[src/rtl/filter_test_sequencer_pkg.sv]
// Shared settings for the filter test sequencer: bus widths, the delay
// codes driven to the signal generator, settle time and the sequencer states.
package package_settings;

  localparam int SIZE_DELAY       = 8;
  localparam int SIZE_FILTER_DATA = 16;
  localparam int NUM_FILTERS      = 10;

  localparam int SETTLE_CYCLES = 16;

  localparam logic [SIZE_DELAY-1:0] DELAY_LO = 8'd10;
  localparam logic [SIZE_DELAY-1:0] DELAY_HI = 8'd200;

  typedef enum logic [2:0] {
    S_IDLE    = 3'd0,
    S_SETTLE  = 3'd1,
    S_MEASURE = 3'd2,
    S_REPORT  = 3'd3,
    S_DONE    = 3'd4
  } seq_state_t;

  // Generator control word for one test step
  typedef struct packed {
    logic                  overlay;
    logic                  rate;
    logic [SIZE_DELAY-1:0] delay;
  } gen_ctrl_t;

  // Step k -> generator controls: bit0 overlay, bit1 rate, bit2 long delay
  function automatic gen_ctrl_t step_decode(input logic [2:0] k);
    gen_ctrl_t c;
    c.overlay = k[0];
    c.rate    = k[1];
    c.delay   = k[2] ? DELAY_HI : DELAY_LO;
    return c;
  endfunction

endpackage

[src/rtl/seq_peak_tracker.sv]
// Signed running maximum. With en high, clr restarts the maximum from the
// current sample; otherwise the sample is folded into the held maximum.
// peak_now already includes the current sample so the caller can capture
// the final result on the same edge as the last sample.
module seq_peak_tracker
#(
  parameter int W = 16
)(
  input  logic                clk,
  input  logic                reset,
  input  logic                clr,
  input  logic                en,
  input  logic signed [W-1:0] sample,
  output logic signed [W-1:0] peak_now
);

  logic signed [W-1:0] peak_q;

  // Next maximum: load on clear, keep the larger value otherwise
  always_comb begin
    peak_now = peak_q;
    if (en) begin
      if (clr || (sample > peak_q)) peak_now = sample;
    end
  end

  // Held maximum
  always_ff @(posedge clk or negedge reset) begin
    if (!reset) peak_q <= '0;
    else        peak_q <= peak_now;
  end

endmodule

[src/rtl/filter_test_sequencer.sv]
// Filter test sequencer: steps the signal generator through NUM_STEPS
// control settings, lets the filters settle, then tracks the signed peak
// of one selected filter output and reports it per step.
module filter_test_sequencer
  import package_settings::*;
#(
  parameter int NUM_STEPS = 8,
  parameter int DWELL_W   = 16
)(
  input  logic                                            clk,
  input  logic                                            reset,
  input  logic                                            start,
  input  logic [DWELL_W-1:0]                              dwell,
  input  logic [3:0]                                      sel_filter,
  input  logic [NUM_FILTERS-1:0][SIZE_FILTER_DATA-1:0]    filter_data,
  output logic                                            test_overlay,
  output logic                                            test_rate,
  output logic [SIZE_DELAY-1:0]                           test_delay,
  output logic                                            busy,
  output logic                                            done,
  output logic                                            peak_valid,
  output logic [2:0]                                      peak_step,
  output logic [SIZE_FILTER_DATA-1:0]                     peak_value
);

  // Counter must hold both the settle time and the largest dwell
  localparam int CNT_W = (DWELL_W > 5) ? DWELL_W : 5;

  seq_state_t state, state_nxt;

  logic [CNT_W-1:0]   cnt;
  logic [2:0]         step;
  logic [DWELL_W-1:0] dwell_q;
  logic [DWELL_W-1:0] dwell_eff;
  logic [3:0]         sel_q;
  gen_ctrl_t          ctrl_q;

  logic settle_last, meas_last, last_step;
  logic trk_en, trk_clr;
  logic signed [SIZE_FILTER_DATA-1:0] sample, peak_now;

  // A dwell of zero still measures one sample
  assign dwell_eff   = (dwell_q == '0) ? DWELL_W'(1) : dwell_q;
  assign settle_last = (cnt == CNT_W'(SETTLE_CYCLES - 1));
  assign meas_last   = (cnt == CNT_W'(dwell_eff - DWELL_W'(1)));
  assign last_step   = (step == 3'(NUM_STEPS - 1));

  // State register
  always_ff @(posedge clk or negedge reset) begin
    if (!reset) state <= S_IDLE;
    else        state <= state_nxt;
  end

  // Next-state logic; start only matters in IDLE
  always_comb begin
    state_nxt = state;
    case (state)
      S_IDLE:    if (start)       state_nxt = S_SETTLE;
      S_SETTLE:  if (settle_last) state_nxt = S_MEASURE;
      S_MEASURE: if (meas_last)   state_nxt = S_REPORT;
      S_REPORT:  state_nxt = last_step ? S_DONE : S_SETTLE;
      S_DONE:    state_nxt = S_IDLE;
      default:   state_nxt = S_IDLE;
    endcase
  end

  // State-decoded outputs and tracker controls
  always_comb begin
    busy       = 1'b0;
    done       = 1'b0;
    peak_valid = 1'b0;
    trk_en     = 1'b0;
    trk_clr    = 1'b0;
    case (state)
      S_SETTLE:  busy = 1'b1;
      S_MEASURE: begin
        busy    = 1'b1;
        trk_en  = 1'b1;
        trk_clr = (cnt == '0);
      end
      S_REPORT: begin
        busy       = 1'b1;
        peak_valid = 1'b1;
      end
      S_DONE:    done = 1'b1;
      default: ;
    endcase
  end

  // Phase counter: runs within SETTLE/MEASURE, restarts on every state change
  always_ff @(posedge clk or negedge reset) begin
    if (!reset) begin
      cnt <= '0;
    end else if ((state_nxt == state) &&
                 ((state == S_SETTLE) || (state == S_MEASURE))) begin
      cnt <= cnt + CNT_W'(1);
    end else begin
      cnt <= '0;
    end
  end

  // Run parameters latched on an accepted start; step advances after REPORT
  always_ff @(posedge clk or negedge reset) begin
    if (!reset) begin
      step    <= '0;
      dwell_q <= '0;
      sel_q   <= '0;
    end else if ((state == S_IDLE) && start) begin
      step    <= '0;
      dwell_q <= dwell;
      sel_q   <= (sel_filter > 4'd9) ? 4'd9 : sel_filter;
    end else if ((state == S_REPORT) && !last_step) begin
      step <= step + 3'd1;
    end
  end

  // Generator controls load on SETTLE entry and hold until the next one
  always_ff @(posedge clk or negedge reset) begin
    if (!reset) begin
      ctrl_q <= '0;
    end else if ((state_nxt == S_SETTLE) && (state != S_SETTLE)) begin
      ctrl_q <= step_decode((state == S_IDLE) ? 3'd0 : (step + 3'd1));
    end
  end

  assign test_overlay = ctrl_q.overlay;
  assign test_rate    = ctrl_q.rate;
  assign test_delay   = ctrl_q.delay;

  assign sample = $signed(filter_data[sel_q]);

  seq_peak_tracker #(
    .W (SIZE_FILTER_DATA)
  ) u_peak (
    .clk      (clk),
    .reset    (reset),
    .clr      (trk_clr),
    .en       (trk_en),
    .sample   (sample),
    .peak_now (peak_now)
  );

  // Capture the result on the last MEASURE edge so it is shown during REPORT
  // and held until the next step's REPORT
  always_ff @(posedge clk or negedge reset) begin
    if (!reset) begin
      peak_step  <= '0;
      peak_value <= '0;
    end else if ((state == S_MEASURE) && meas_last) begin
      peak_step  <= step;
      peak_value <= peak_now;
    end
  end

endmodule
[config.mk]
export PLATFORM = sky130hd
export DESIGN_NAME = filter_test_sequencer
export DESIGN_NICKNAME = d
export VERILOG_FILES = /design/src/rtl/filter_test_sequencer_pkg.sv /design/src/rtl/seq_peak_tracker.sv /design/src/rtl/filter_test_sequencer.sv
export SDC_FILE = /design/constraint.sdc
export NUM_CORES = 1
export LEC_CHECK = 0
export CORE_MARGIN = 5
export CORE_UTILIZATION = 49
export DETAILED_ROUTE_END_ITERATION = 7
export PLACE_DENSITY = 0.87
export REMOVE_ABC_BUFFERS = 1
export SYNTH_ARGS = -nofsm -noshare
export SYNTH_HDL_FRONTEND = slang
export SYNTH_SLANG_ARGS = --single-unit
[constraint.sdc]
create_clock -name clk -period 6.6 [get_ports clk]
set_clock_uncertainty 0.2 [all_clocks]
set_input_delay 1.65 -clock clk [delete_from_list [all_inputs] [get_ports clk]]
set_output_delay 1.65 -clock clk [all_outputs]
set_load 0.02 [all_outputs]
Word-level counts from Yosys, hierarchy flattened:

Cells that the tools add are included.

* register bits after elaboration: 87
* bits in latches: 0
* bits in writable memories: 0
* memory bits (read-only): 0
* bits of input ports: 183
* output and inout bits: 32
* logic and storage cells: 61
* memories: 0

* $add $sub $neg: 3
* $mul: 0
* div/mod/pow operators: 0
* order comparisons: 3
* eq/ne operators: 10
* shift operators: 0
* multiplexer cells: 21
* bitwise operators: 0
* reductions and logical operators: 13

Operator list (count)
* $mux 16: 5
* $bmux 16 s4: 1
* $logic_not 16->1: 2
* $mux 3: 7
* $add 16x1->16 const B: 1
* $eq 16x16->1: 1
* $eq 16x4->1 const B: 1
* $gt 16x16->1: 1
* $sub 16x1->16 const B: 1
* $pmux 3 s4: 1
* $mux 8: 1
* $eq 3x1->1 const B: 2
* $eq 3x2->1 const B: 2
* $eq 3x3->1 const B: 2
* $logic_and 1x1->1: 5
* $lt 4x5->1 const B: 1
* $mux 1: 5
* $gt 4x4->1 const B: 1
* $mux 4: 1
* $add 3x1->3 const B: 1
* $eq 3x3->1: 1
* $logic_not 3->1: 1
* $ne 3x1->1 const B: 1
* $reduce_or 3->1: 1
* other kinds (3): 4

Logic depth before layout (Yosys ltp):

Gate-level depths: netlist of the first run.

* depth after elaboration: 9
* mapped depth: 16
* gate-level depth less buffers: 12

By module:

Synthesis of the first run repeated with hierarchy kept, for this count alone.

* cells, all modules: 671
* area total of the unflattened synthesis: 6751.5 µm²

By module, submodules not included
* filter_test_sequencer: instances 1, cells each 430, area an instance 4700.8 µm²
* seq_peak_tracker: instances 1, cells each 241, area an instance 2050.7 µm²

Worst setup path before layout of the first run:

No wires, ideal clock.

* kind: in2reg
* from: input port filter_data[125] in the netlist's numbering
* to: register peak_value[11]
* arrival time: 4710 ps
* path slack: 1565 ps
* stages on the path: 10
* cells stage by stage: mux4_2 o221a_2 ha_1 a21o_1 a211o_1 or4_1 a41oi_2 buf_6 mux2_2 mux2_4

* word-level cells in the longest chain between the ends: 6

Ends and longest elaborated chain
* start, declared: RTL line filter_test_sequencer.sv:15 `input logic [NUM_FILTERS-1:0][SIZE_FILTER_DATA-1:0] filter_data,`
* $bmux 16 s4: RTL line filter_test_sequencer.sv:130 `assign sample = $signed(filter_data[sel_q]);`
* $mux 16 (implied by the code): RTL line filter_test_sequencer.sv:130
* $gt 16x16->1: RTL line seq_peak_tracker.sv:23 `if (clr || (sample > peak_q)) peak_now = sample;`
* $logic_or 1x1->1: RTL line seq_peak_tracker.sv:23
* $mux 16: RTL line seq_peak_tracker.sv:23
* $mux 16: RTL line seq_peak_tracker.sv:22 `if (en) begin`
* net peak_now[11]: RTL line filter_test_sequencer.sv:40 `logic signed [SIZE_FILTER_DATA-1:0] sample, peak_now;`
* end signal, assigned: RTL line filter_test_sequencer.sv:151 `peak_value <= peak_now;`
* end, declared: RTL line filter_test_sequencer.sv:23 `output logic [SIZE_FILTER_DATA-1:0] peak_value`

The timed path passes the listed nets, and every way through them passes these cells. The select of a mux whose other input is x is not followed.
A chain may end at the register's enable or synchronous reset.

Worst setup path in the final report of the first run:

* from: input port filter_data[87] in the netlist's numbering
* to: register peak_value[2]

The elaborated chain is that of the path after synthesis.

==> results of run 1 <==
worst max path at each step:
stage,start,endpoint,cells past startpoint
final,filter_data[87],peak_value[2],12
after global routing,filter_data[14],peak_value[15],12
after CTS,filter_data[87],peak_value[9],12
after detailed placement,filter_data[43],peak_value[9],12
after global placement,filter_data[43],peak_value[3],12
after floorplan,sel_q[0],peak_value[10],9
per-layer routing:
layer,track usage [%],vias up,wire (um)
met1,32.98,2501,7388
met3,5.635,43,1140
met2,43.37,212,9179
met5,0,-,0
li1,-,2342,-
met4,7.676,0,498
power breakdown:
group | internal, uW | total, uW | switching, uW
sequential | 554 | 580 | 26.3
clock | 333 | 535 | 203
combinational | 250 | 434 | 185
logic make-up (layout without fill, tap and decap cells):
group	Yosys count	count (layout)	share of synthesized area (%)
muxes	98	98	25.73
buffers and inverters	67	262	5.504
DFF	82	82	35.40
other	1	4	0.06469
xor gates and xnor gates	25	25	3.777
AOI/OAI and AO/OA	90	90	11.55
adders and majority gates	21	21	4.533
and+or+nand+nor	139	139	13.45
flip-flops by register name (all words and copies together) (netlist names):
name and cells:
sel_q 4, peak_step 3, cnt 16, u_peak.peak_q 16, test_delay 3, step 3
dwell_q 16, state 3, peak_value 16, test_overlay 1, test_rate 1
worst max-delay path: cells and delay by family:
family / cells / cell delay (ns)
mux: 3 / 1.09
simple gates: 1 / 0.53
fa+ha+maj: 1 / 0.32
buf+inv: 2 / 0.73
compound gates: 5 / 1.29
layout make-up:
class | count | area (sq um)
Clock buffer | 10 | 229.0
Clock inverter | 6 | 90.09
Fill cell | 800 | 3267
Inverter | 29 | 108.9
Multi-Input combinational cell | 377 | 3437
Sequential cell | 82 | 2053
Tap cell | 143 | 178.9
Timing Repair Buffer | 217 | 2152
through the flow:
| step | cell area (sq um) | std cells | hold WS, ns |
|---|---|---|---|
| 2_1_floorplan | 5598 | 488 | 0.2747 |
| 6_report | 8249 | 864 | 0.2881 |
| 3_5_place_dp | 7930 | 848 | 0.2723 |
| 4_1_cts | 8249 | 864 | 0.2986 |
| 5_1_grt | 8249 | 864 | 0.3234 |
| 3_3_place_gp | 7930 | 848 | 0.2653 |
placed cells by master, fill, tap and decap left out, types with 11 or more instances in the layout:
master,netlist,layout
nand3_1,11,11
xor2_1,13,13
dfrtp_1,82,81
mux4_2,32,32
xnor2_1,12,12
clkdlybuf4s50_1,0,209
o221a_2,15,15
nor2_1,28,28
mux2_2,32,32
mux2_4,14,14
inv_1,29,29
mux2i_1,20,20
nand2_1,27,27
nor3_1,17,17
ha_1,21,21
o21ai_0,27,27
==> impl_metrics.py, run 1 <==
metrics = {
    "status": {
        "status": "completed",
    },
    "final_layout": {
        "drive_gt1_share_pct": 17.89,
        "syn_to_final_growth_pct": 42.31,
        "post-route-util_pct": 71.63,
        "n_antenna_cell": 0,
        "final_nets": 920,
    },
    "yosys": {
        "synth_edf_count": 0,
        "seq_area_frac_synth_pct": 35.40,
        "synth_seq_cells": 82,
        "synth.avg_cell_area_sq_um": 11.08,
        "yosysWarnings": 0,
        "netlist_area_sq_mm": 0.005797,
        "synthCells": 523,
        "yosysUniqueCellTypes": 66,
        "yosysMostFrequentCell": "dfrtp_1",
        "yosysTopAreaCell": "dfrtp_1",
        "synth_area_leaders": "dfrtp_1 (35%), mux4_2 (12%), mux2_2 (6.2%)",
        "yosysTopAreaCellShare_pct": 35.40,
        "ys_top_cells_by_count": "dfrtp_1 (82), mux2_2 (32), mux4_2 (32)",
        "async_reset_ff_share_pct": 100.0,
        "ys.flop_type": "dfrtp_1",
    },
    "route": {
        "firstDrtPassIters": 5,
        "drc": 0,
        "routedWlPerCell_um": 21.07,
        "route.antenna.remaining_nets": 0,
        "via_per_inst": 5.900,
        "vias": 5098,
        "wl_mm": 18.21,
        "first_iter_violations": 357,
    },
    "power_and_ir_drop": {
        "total_power_uw": 1549,
        "static-leakage-power_uw": 0.003454,
        "ir_drop_v": 0.0001326,
        "p_per_area_mw_per_mm2": 187.8,
    },
    "floorplan": {
        "dieArea_sq_mm": 0.01411,
        "io_pins": 215,
        "start_util_pct": 50.34,
        "num_rows": 39,
        "fp.dieW_um": 118.8,
        "die_y_um": 118.8,
        "coreArea_sq_mm": 0.01152,
    },
    "timing": {
        "fin_setup_tns_ns": 0,
        "fmax_ghz": 0.1788,
        "timing.slew.headroom_pct": 32.37,
        "worst_pin_slew_ns": 1.014,
        "post-route-min-period_ns": 5.593,
        "fin_crit_sh_pct": 84.75,
        "fin_ws_ns": 1.007,
        "finalSetupViolCount": 0,
        "rsz0062_at_grt": "false",
        "slew_violations": 0,
        "hold_viol_final": 0,
    },
    "place": {
        "portBuffers": 210,
        "gp_congestion": 0.8873,
        "dp_slack_ns": 0.7996,
        "detailed_place_hpwl_mm": 14.27,
    },
    "critical_path": {
        "crit_slowest_cell": "or4_1",
        "arrival_ns": 5.61,
        "worstSetupEndpointType": "register",
        "worstReg2RegStart": "sel_q[0]",
        "cp_max_fo": 10,
        "ff2ff_path_depth": 12,
        "regToRegSetupSlack_ns": 1.53,
        "cpPeakStageDelay_ns": 0.53,
        "cp.required_ns": 6.61,
        "crit-reg2reg-capture": "peak_value[2]",
        "start_kind": "primary input",
        "crit_type": "in -> reg",
        "path_cells": "clkdlybuf4s50_1, mux4_2, o221a_2, ha_1, a21oi_1, o21ai_0, o2bb2ai_1, or4_1, a41oi_2, buf_4, mux2_2, mux2_4",
    },
    "job": {
        "drv_cap": 0,
    },
    "hold_path": {
        "hold_path_startpoint": "test_delay[3]",
        "hold_path_end": "test_delay[3]",
        "holdPathStages": 1,
        "hold_path.class": "reg -> reg",
    },
    "global_routing": {
        "grt_overflow_total": 0,
        "grt_antenna_before_repair": 0,
        "grt_pass1_wl_mm": 29.22,
        "grt_max_degree": 83,
        "grt_pass1_vias": 5391,
        "grt_usage_pct": 25.60,
    },
    "clock_network": {
        "cts_buffer_depth": 2,
        "cts-resized-gates": 0,
        "clk_pin_slew_worst_paths_ns": 0.06,
        "postCtsHoldBufs": 0,
        "cts_tree": "yes",
        "cts_sinks": 82,
        "h-tree-depth": 3,
        "clk_latency_ns": 0.34,
        "numCtsBuffers": 9,
        "postCtsSetupBuffers": 0,
        "root_buffer": "clkbuf_16",
    },
}
No activity file was read; power rests on OpenSTA's default activity.
==> run 2, diff against run 1 <==
- CORE_UTILIZATION: 49 -> 41
- PLACE_DENSITY: 0.87 -> 0.78
- clock period: 6.6 -> 4.8 ns (I/O delays scaled with it)
==> impl_metrics.py, run 2 (synthesis gave the netlist of run 1 again) <==
metrics = {
    "status": {
        "status": "completed",
    },
    "critical_path": {
        "regToRegSetupSlack_ns": 0.50,
        "start_kind": "primary input",
        "worstReg2RegStart": "sel_q[1]",
        "crit_type": "in -> reg",
        "crit_slowest_cell": "or4_4",
        "crit_buf_inv": 2,
        "ff2ff_path_depth": 14,
        "startpoint": "filter_data[13]",
        "path_cells": "clkdlybuf4s50_1, mux4_2, o221a_2, ha_1, a21o_1, a211o_1, or4_4, a41oi_4, buf_6, mux2_2, mux2_4",
        "crit-reg2reg-capture": "peak_value[13]",
        "cpPeakStageDelay_ns": 0.49,
        "arrival_ns": 4.73,
        "cp.required_ns": 4.81,
        "worstSetupEndpointType": "register",
        "path_delay_family": "multiplexers",
        "cp_max_fo": 6,
    },
    "timing": {
        "slew_violations": 0,
        "post-route-min-period_ns": 4.710,
        "fin_ws_ns": 0.08987,
        "finalSetupViolCount": 0,
        "hold_viol_final": 0,
        "fmax_ghz": 0.2123,
        "worst_pin_slew_ns": 1.045,
        "fin_crit_sh_pct": 98.13,
        "hold_ws_ns": 0.2828,
        "timing.slew.headroom_pct": 30.34,
    },
    "hold_path": {
        "hold_path.class": "reg -> reg",
        "hold_path_end": "test_overlay",
        "holdPathStages": 1,
        "hold_path_startpoint": "test_overlay",
    },
    "job": {
        "drv_cap": 0,
    },
    "place": {
        "detailed_place_hpwl_mm": 14.25,
        "dp_slack_ns": -0.2731,
        "gp_congestion": 0.8821,
        "portBuffers": 210,
    },
    "floorplan": {
        "num_rows": 43,
        "start_util_pct": 41.76,
        "fp.dieW_um": 128.9,
        "coreArea_sq_mm": 0.01388,
        "die_y_um": 128.9,
        "dieArea_sq_mm": 0.01662,
        "io_pins": 215,
    },
    "global_routing": {
        "grt_use_met1_pct": 29.19,
        "grt_pass1_wl_mm": 28.01,
        "grt_usage_pct": 21.18,
        "grt_antenna_before_repair": 0,
        "met2_usage_pct": 33.99,
        "met3_usage_pct": 4.151,
        "busiest_layer": "met2",
        "grt_max_degree": 83,
        "grt_overflow_total": 0,
        "grt_pass1_vias": 5261,
    },
    "clock_network": {
        "cts_sinks": 82,
        "cts_tree": "yes",
        "clk_pin_slew_worst_paths_ns": 0.06,
        "postCtsHoldBufs": 0,
        "root_buffer": "clkbuf_16",
        "postCtsSetupBuffers": 0,
        "clk_latency_ns": 0.33,
        "numCtsBuffers": 9,
        "h-tree-depth": 3,
        "cts_buffer_depth": 2,
    },
    "final_layout": {
        "syn_to_final_growth_pct": 43.92,
        "final_nets": 924,
        "drive_gt1_share_pct": 18.48,
        "final_common_cell": "clkdlybuf4s50_1",
        "n_antenna_cell": 0,
        "mostFrequentLayoutCells": "clkdlybuf4s50_1 (207), dfrtp_1 (81), mux4_2 (32), mux2_2 (32), inv_1 (29)",
        "post-route-util_pct": 60.10,
    },
    "power_and_ir_drop": {
        "comb_power_share_pct": 30.4,
        "pwr-share-seq_pct": 38.2,
        "static-leakage-power_uw": 0.003484,
        "ir_drop_v": 0.0001691,
        "p_clk_share_pct": 31.4,
        "power.switching_uw": 553.7,
        "p_per_area_mw_per_mm2": 250.1,
        "sw_frac_of_total_pct": 26.53,
        "p_int_uw": 1533,
    },
    "route": {
        "first_iter_violations": 345,
        "route.antenna.remaining_nets": 0,
        "via_per_inst": 5.624,
        "firstDrtPassIters": 7,
        "wl_mm": 18.33,
        "vias": 5090,
        "drc": 0,
        "routedWlPerCell_um": 20.25,
    },
}
[run 2: per-stage QoR]
stage / std cells / TNS (ns) / instance area, sq um / total power [uW]
2_1_floorplan: 488 / -21.24 / 5598 / 1125
3_3_place_gp: 888 / -3.021 / 8013 / 1363
3_5_place_dp: 888 / -3.866 / 8013 / 1389
4_1_cts: 904 / 0 / 8298 / 2051
5_1_grt: 905 / -0.1653 / 8343 / 2195
6_report: 905 / 0 / 8343 / 2087
[run 2: metal layers]
metal	up-vias	part of all wire (%)
li1	2358	-
met1	2481	42
met2	215	49
met3	36	6.3
met4	0	2.6
met5	-	0
[run 2: cell type report]
class	instances	area (sq um)
fill	1138	5538
multi-input combinational	377	3460
clock inverter	1	7.507
timing repair buffer	221	2211
tap	180	225.2
sequential	82	2053
clock buffer	15	277.8
inverter	29	108.9
[run 2: worst max-delay path by stage]
| stage | end | cells past startpoint |
|---|---|---|
| finish | peak_value[13] | 11 |
| global route | peak_value[11] | 11 |
| CTS | peak_value[13] | 11 |
| detailed placement | peak_value[11] | 11 |
| global placement | peak_value[9] | 11 |
| floorplan | peak_value[10] | 9 |
[run 2: repair_timing]
item	CTS	global route
hold endpoints to repair	0	0
endpoints found under the setup margin	0	11
resized for setup	0	11
[run 2: power by group through the flow]
stage	Sequential (uW)	Clock [uW]	Combinational (uW)
3_3_place_gp	804	0	559
5_1_grt	804	696	695
6_report	798	654	635
3_5_place_dp	808	0	581
2_1_floorplan	797	0	328
4_1_cts	797	666	587
